--- src/rtl/stft_bin_accumulator.sv ---
`default_nettype none
// ============================================================================
// Module      : stft_bin_accumulator
// Description : Accumulates a round-robin stream of NCH STFT bin magnitudes
//               over LEN frames, then drains the NCH sums one per handshake.
//               Optional macro ACC_SAT_EN: saturating adds plus sticky oOVF.
// Revision    : 1.0 - initial release
// ============================================================================
module stft_bin_accumulator #(
    parameter int IL  = 10,
    parameter int OL  = 16,
    parameter int NCH = 8,
    parameter int LEN = 16,
    localparam int CHW = (NCH > 1) ? $clog2(NCH) : 1,
    localparam int FW  = (LEN > 1) ? $clog2(LEN) : 1
) (
    input  logic                 iCLK,
    input  logic                 iRST,
    input  logic                 iCLR,
    input  logic                 iEN,
    input  logic [IL-1:0]        iDATA,
    output logic                 oREADY,
    output logic                 oEN,
    output logic [OL-1:0]        oDATA,
    output logic [CHW-1:0]       oCH,
    input  logic                 iACK,
`ifdef ACC_SAT_EN
    output logic                 oOVF,
`endif
    output logic                 oDONE
);

    localparam logic [0:0]     c_ST_ACC   = 1'b0;
    localparam logic [0:0]     c_ST_DRAIN = 1'b1;
    localparam logic [CHW-1:0] c_LAST_CH  = CHW'(NCH - 1);
    localparam logic [CHW-1:0] c_ONE_CH   = CHW'(1);
    localparam logic [FW-1:0]  c_LAST_FR  = FW'(LEN - 1);
    localparam logic [FW-1:0]  c_ONE_FR   = FW'(1);

    logic [0:0]            r_state;
    logic [0:0]            w_stateNext;
    logic [CHW-1:0]        r_bin;
    logic [FW-1:0]         r_frame;
    logic signed [OL-1:0]  r_acc [NCH];
    logic                  r_oEn;
    logic [OL-1:0]         r_oData;
    logic [CHW-1:0]        r_oCh;
    logic                  r_oDone;

    logic                  w_accept;
    logic                  w_lastBin;
    logic                  w_lastFrame;
    logic                  w_lastAck;
    logic [CHW-1:0]        w_chInc;
    logic [OL-1:0]         w_sext;
    logic [OL-1:0]         w_accCur;
    logic [OL-1:0]         w_accNext;

    assign w_accept    = (r_state == c_ST_ACC) && iEN;
    assign w_lastBin   = (r_bin == c_LAST_CH);
    assign w_lastFrame = (r_frame == c_LAST_FR);
    assign w_lastAck   = (r_state == c_ST_DRAIN) && iACK && (r_oCh == c_LAST_CH);
    assign w_chInc     = r_oCh + c_ONE_CH;
    assign w_sext      = {{(OL-IL){iDATA[IL-1]}}, iDATA};
    assign w_accCur    = r_acc[r_bin];

`ifdef ACC_SAT_EN
    localparam logic [OL-1:0] c_MAX = {1'b0, {(OL-1){1'b1}}};
    localparam logic [OL-1:0] c_MIN = {1'b1, {(OL-1){1'b0}}};
    logic [OL:0] w_sum;
    logic        w_sat;
    logic        r_ovf;

    // One extra bit exposes signed overflow as a disagreement of the top two bits.
    assign w_sum = {w_accCur[OL-1], w_accCur} + {w_sext[OL-1], w_sext};
    assign w_sat = (r_frame != '0) && (w_sum[OL] != w_sum[OL-1]);

    always_comb begin
        w_accNext = w_sum[OL-1:0];
        if (r_frame == '0)
            w_accNext = w_sext;
        else if (w_sat)
            w_accNext = w_sum[OL] ? c_MIN : c_MAX;
    end

    always_ff @(posedge iCLK) begin
        if (iRST || iCLR || r_oDone)
            r_ovf <= 1'b0;
        else if (w_accept && w_sat)
            r_ovf <= 1'b1;
    end

    assign oOVF = r_ovf;
`else
    logic [OL-1:0] w_sum;

    assign w_sum     = w_accCur + w_sext;
    assign w_accNext = (r_frame == '0) ? w_sext : w_sum;
`endif

    always_comb begin
        w_stateNext = r_state;
        case (r_state)
            c_ST_ACC:   if (w_accept && w_lastBin && w_lastFrame) w_stateNext = c_ST_DRAIN;
            c_ST_DRAIN: if (w_lastAck) w_stateNext = c_ST_ACC;
            default:    w_stateNext = c_ST_ACC;
        endcase
    end

    always_ff @(posedge iCLK) begin
        if (iRST) begin
            r_state <= c_ST_ACC;
            r_bin   <= '0;
            r_frame <= '0;
            r_oEn   <= 1'b0;
            r_oData <= '0;
            r_oCh   <= '0;
            r_oDone <= 1'b0;
            for (int i = 0; i < NCH; i++)
                r_acc[i] <= '0;
        end else if (iCLR) begin
            // Frame 0 overwrites each accumulator, so they need no clearing here.
            r_state <= c_ST_ACC;
            r_bin   <= '0;
            r_frame <= '0;
            r_oEn   <= 1'b0;
            r_oData <= '0;
            r_oCh   <= '0;
            r_oDone <= 1'b0;
        end else begin
            r_state <= w_stateNext;
            r_oDone <= w_lastAck;
            if (w_accept) begin
                r_acc[r_bin] <= w_accNext;
                if (w_lastBin) begin
                    r_bin <= '0;
                    if (w_lastFrame) begin
                        r_frame <= '0;
                        r_oEn   <= 1'b1;
                        r_oCh   <= '0;
                        r_oData <= r_acc[0];
                    end else begin
                        r_frame <= r_frame + c_ONE_FR;
                    end
                end else begin
                    r_bin <= r_bin + c_ONE_CH;
                end
            end
            if ((r_state == c_ST_DRAIN) && iACK) begin
                if (w_lastAck) begin
                    r_oEn   <= 1'b0;
                    r_oCh   <= '0;
                    r_oData <= '0;
                end else begin
                    r_oCh   <= w_chInc;
                    r_oData <= r_acc[w_chInc];
                end
            end
        end
    end

    assign oREADY = (r_state == c_ST_ACC);
    assign oEN    = r_oEn;
    assign oDATA  = r_oData;
    assign oCH    = r_oCh;
    assign oDONE  = r_oDone;

endmodule
`default_nettype wire

--- config.mk ---
export PLATFORM = sky130hd
export DESIGN_NAME = stft_bin_accumulator
export DESIGN_NICKNAME = d
export VERILOG_FILES = /design/src/rtl/stft_bin_accumulator.sv
export SDC_FILE = /design/constraint.sdc
export NUM_CORES = 1
export LEC_CHECK = 0
export ABC_CLOCK_PERIOD_IN_PS = 4750
export CAP_MARGIN = 0
export CORE_MARGIN = 4
export CORE_UTILIZATION = 45
export CTS_BUF_LIST = sky130_fd_sc_hd__clkbuf_8
export DETAILED_ROUTE_END_ITERATION = 10
export PLACE_DENSITY = 0.58
export SYNTH_ARGS = -nofsm -noshare
export SYNTH_HDL_FRONTEND = slang
export SYNTH_SLANG_ARGS = --single-unit
--- constraint.sdc ---
create_clock -name iCLK -period 4.75 [get_ports iCLK]
set_input_delay 0.475 -clock iCLK [delete_from_list [all_inputs] [get_ports iCLK]]
set_output_delay 0.475 -clock iCLK [all_outputs]
set_load 0.05 [all_outputs]
=== After elaboration in Yosys (flattened, before gate mapping) ===
Memory sizes are Yosys's and may differ from the RTL's. A register that Yosys moved wholly into a read port is not among the register bits.
Cells that the tools add are included.

* Add/subtract/negate cells: 4
* $mul: 0
* Divide/modulo/power cells: 0
* $lt $le $gt $ge: 0
* Equality and inequality tests: 3
* Shifts and indexed selects: 0
* Multiplexer cells: 32
* Bitwise logic cells: 1
* Reduce and logical (&&, ||, !) cells: 13

{| class="wikitable"
|+ Operators with widths
! cell !! number
|-
| $mux W16 || 7
|-
| $mux W3 || 9
|-
| $add A16 B16 Y16 || 1
|-
| $reduce_or A16 Y1 || 1
|-
| $mux W1 || 14
|-
| $add A3 B1 Y3 const B || 2
|-
| $eq A3 B3 Y1 const B || 2
|-
| $reduce_bool A2 Y1 || 3
|-
| $logic_and A1 B1 Y1 || 5
|-
| $add A4 B1 Y4 const B || 1
|-
| $eq A4 B4 Y1 const B || 1
|-
| $logic_not A4 Y1 || 1
|-
| $mux W4 || 1
|-
| $reduce_and A3 Y1 || 1
|-
| $pmux W1 S2 || 1
|-
| $reduce_and A2 Y1 || 1
|-
| $reduce_or A2 Y1 || 1
|-
| $not A1 Y1 || 1
|}

* Bits in registers: 29
* Latch bits: 0
* Bits in writable memories: 128
* ROM bits: 0
* Input port bits: 15
* Output and inout bits: 22
* Memories: 1

{| class="wikitable"
|+ Memories
! memory !! words !! bits a word !! rd ports !! clocked after Yosys merged registers in !! wr ports !! line !! text
|-
| r_acc || 8 || 16 || 3 || 1 || 8 || 44 || <nowiki>logic signed [OL-1:0] r_acc [NCH];</nowiki>
|}

=== Depth between registers and ports, before layout ===
* Depth after elaboration: 8
* Depth in mapped cells: 13
* Depth with buffers taken out: 11

=== Worst setup path before layout ===
OpenSTA, ideal clock, no wires.

* Path type: reg2reg
* From: register (tool-made name)
* To: memory r_acc[0][11] (data pin)
* Arrival time: 3248 ps
* Required time: 4486 ps
* Slack: 1238 ps
* Cell stages (with the launch flop): 12
* Buffers on the path: 2
* Period minus slack after synthesis: 3512 ps
* Cells stage by stage: dfxtp_1 -> buf_6 -> buf_2 -> mux4_2 -> mux2_2 -> ha_1 -> and2_4 -> a221oi_2 -> a21boi_2 -> or4_4 -> a31oi_4 -> nor2_2

{| class="wikitable"
|+ RTL lines
! element !! line
|-
| end, declared || 44
|}

==> run_results.csv <==
group,metric,value,unit
outcome,status,"complete, no violations",
power,power_density,301,nW/um^2
place,numPortBuffers,36,
sta,fin_skew,0.0190,ns
critical_path,criticalPathCategory,"reg -> reg",
critical_path,cpPeakStageDelay,0.81,ns
routing,drt-initial-drc-count,575,
yosys,yosysTopAreaCell,"edfxtp_1",
grt,grt_max_degree,36,
yosys,synth_common_cells,"nor2_1 (138), edfxtp_1 (128), mux4_2 (64), dfxtp_1 (32), mux2_2 (30)",
floorplanning,die_h,148,um
place,gp_congestion,0.849,
floorplanning,dieArea,22000,um^2
clocking,cts_sinks,160,
finish,post-route-util,0.518,
critical_path,worstPathCellList,"buf_4, mux4_2, mux2_2, ha_1, a21oi_1, o21ai_1, nand3_1, a41oi_1, mux2i_1, nor3_1",
grt,grt_pass1_vias,6183,
sta,rsz0062_at_grt,"false",
yosys,ys.flop_type,"edfxtp_1",
routing,vias,6139,
clocking,cts_htree_levels,4,
routing,wl,24300,um
grt,grt_antenna_before_repair,0,
job,drv_cap,0,
sta,setup_ws,0.652,ns
yosys,async_flop_share,0,
floorplanning,coreArea,19400,um^2
min_path,min-delay-start,"oDATA[14]",
yosys,avgSynthCellArea,12.9,um^2
power,leakage,3.44,nW
grt,grt-ovfl-total,0,
finish,finish.net_count,765,
yosys,synth_edf_count,128,
critical_path,critPathArrivalTime,4.29,ns
routing,detail_route.first_pass.iterations,5,
routing,wire_per_inst,24.1,um
power,ir_drop,0.132,mV
finish,antennaDiodeCount,0,
floorplanning,rows,51,
sta,setup_tns,0,ns
min_path,hold_class,"reg -> reg",
yosys,yosysSeqAreaShare,0.506,
sta,relSlewSlack,0.258,
critical_path,worstPathRequired,4.94,ns
routing,drc_errors,0,
sta,fmaxAchievable,244,MHz
floorplanning,io-pin-count,37,
yosys,synth_area_leaders,"edfxtp_1 (43%), mux4_2 (16%), dfxtp_1 (7.2%), nor2_1 (5.8%), mux2_2 (3.8%)",
clocking,cts-root-buf,"clkbuf_8",
floorplanning,initial_utilization,0.457,
yosys,synthCells,686,
place,dp_hpwl,16100,um
yosys,yosysUniqueCellTypes,59,
routing,antenna_left,0,
sta,finalSetupViolCount,0,
finish,syn_to_final_growth,13.4,%
clocking,cts_buffers,17,
yosys,synth_top_area_share,0.434,
grt,grt.total_usage,0.227,
critical_path,cp-start-kind,"flip-flop",
yosys,synthesis.area,8860,um^2
floorplanning,die_w,148,um
finish,nFillCells,1697,
place,post-place-ws,0.620,ns
sta,hold_viol,0,
yosys,syn-num-nets,723,
sta,tightestPinTransition,1.11,ns
clocking,postCtsSetupBuffers,0,
critical_path,slowest_stage,"dfxtp_2",
yosys,ys_warn_count,0,
yosys,synth-seq-cells,160,
grt,grt_pass1_wl,36900,um
critical_path,crit_path_max_fanout,17,
routing,vias_per_cell,6.10,
clocking,postCtsHoldBufs,0,
clocking,post_cts_resize_count,0,
clocking,cts_tree,"yes",
yosys,synth.most_common_cell,"nor2_1",
place,dp.cells,974,
critical_path,endpoint_kind,"flip-flop",
clocking,clock_latency,0.47,ns
clocking,ctsLongestPathBuffers,2,
finish,drive_gt1_frac,0.259,
sta,maxSlewViolCount,0,
sta,min_period_over_period,0.863,
clocking,clk_pin_slew,0.09,ns
finish,final_cells,1006,
sta,min_period,4.10,ns
power by group:
group	internal [mW]	switching [mW]
clock	0.579	0.534
sequential	1.55	0.0263
combinational	0.142	0.191
total	2.27	0.751
registers in the layout (all words and copies together) (netlist names), named ones only:
name     count
r_acc      128
oDATA       16
r_frame      4
oCH          3
r_bin        3
oDONE        1
oEN          1
r_state      1
final cells by class:
class	count	area, um^2	area share
clock inverters	15	206	0.0206
multi-input cells	474	4160	0.414
well taps	265	332	0.0330
flip-flops and latches	160	4490	0.447
inverters	11	41.3	0.00411
repair buffers	64	583	0.0580
clock buffers	17	234	0.0233
kinds of logic (layout without fill, tap and decap cells):
| family | Yosys count | in the layout | share of synthesized area |
|---|---|---|---|
| muxes | 101 | 101 | 0.210 |
| DFF | 160 | 160 | 0.506 |
| adders and majority gates | 22 | 22 | 0.0319 |
| and+or+nand+nor | 239 | 239 | 0.128 |
| xor gates and xnor gates | 6 | 6 | 0.00593 |
| AOI/OAI and AO/OA | 106 | 106 | 0.0930 |
| buffers and inverters | 52 | 107 | 0.0244 |
per-stage QoR:
| step | power, mW | hold slack [ns] | cell area, um^2 |
|---|---|---|---|
| 6_report | 3.02 | 0.502 | 10000 |
| 2_1_floorplan | 1.83 | 0.475 | 8860 |
| 3_5_place_dp | 1.94 | 0.496 | 9600 |
| 5_1_grt | 3.14 | 0.537 | 10000 |
| 4_1_cts | 3.04 | 0.509 | 10000 |
| 3_3_place_gp | 1.93 | 0.481 | 9600 |
per-layer routing:
layer	track usage	up-vias	wire, um
met3	0.0603	31	2190
met5	0	-	0
met4	0.0665	0	414
met1	0.296	3084	9680
li1	-	2736	-
met2	0.378	288	12000
critical path: cells and delay by family (launching register included):
kind | cells | cell delay (ns)
mux | 3 | 1.45
flops | 1 | 0.81
compound gates | 3 | 0.62
fa+ha+maj | 1 | 0.35
buf+inv | 1 | 0.32
simple gates | 2 | 0.28
worst paths after layout:
path	endpoint	slack [ns]	depth (start not counted)
worst max-delay path	r_acc[4][13]	0.65	10
worst min-delay path	oDATA[14]	0.50	2
worst min register to register	oDATA[14]	0.50	2
worst max register to register	r_acc[4][13]	0.65	10
placed cells by master, fill, tap and decap left out, types with 3 or more instances in the layout:
cell             instances
o21ai_0                 10
xor2_1                   3
inv_6                    3
a31oi_4                  3
bufinv_16                4
buf_4                   27
dfxtp_1                 30
or3_1                    4
nand3_1                  9
clkdlybuf4s50_1         36
o21ai_1                  3
mux4_2                  64
nand2_1                 20
mux2i_1                  6
nor3b_2                  8
a31oi_2                  4
nor2_2                   9
inv_1                   11
clkinv_4                 3
a211oi_1                19
a21oi_1                 16
xnor2_1                  3
nor3_1                  20
ha_1                    20
a31oi_1                  5
a22oi_1                 16
clkbuf_8                17
edfxtp_1               128
o21a_1                   4
nand2b_1                 9
nor2_1                 137
mux2_2                  30
and3_1                   7
nor2b_1                  6
a21o_1                   7
(Power assumes the default switching activity.)
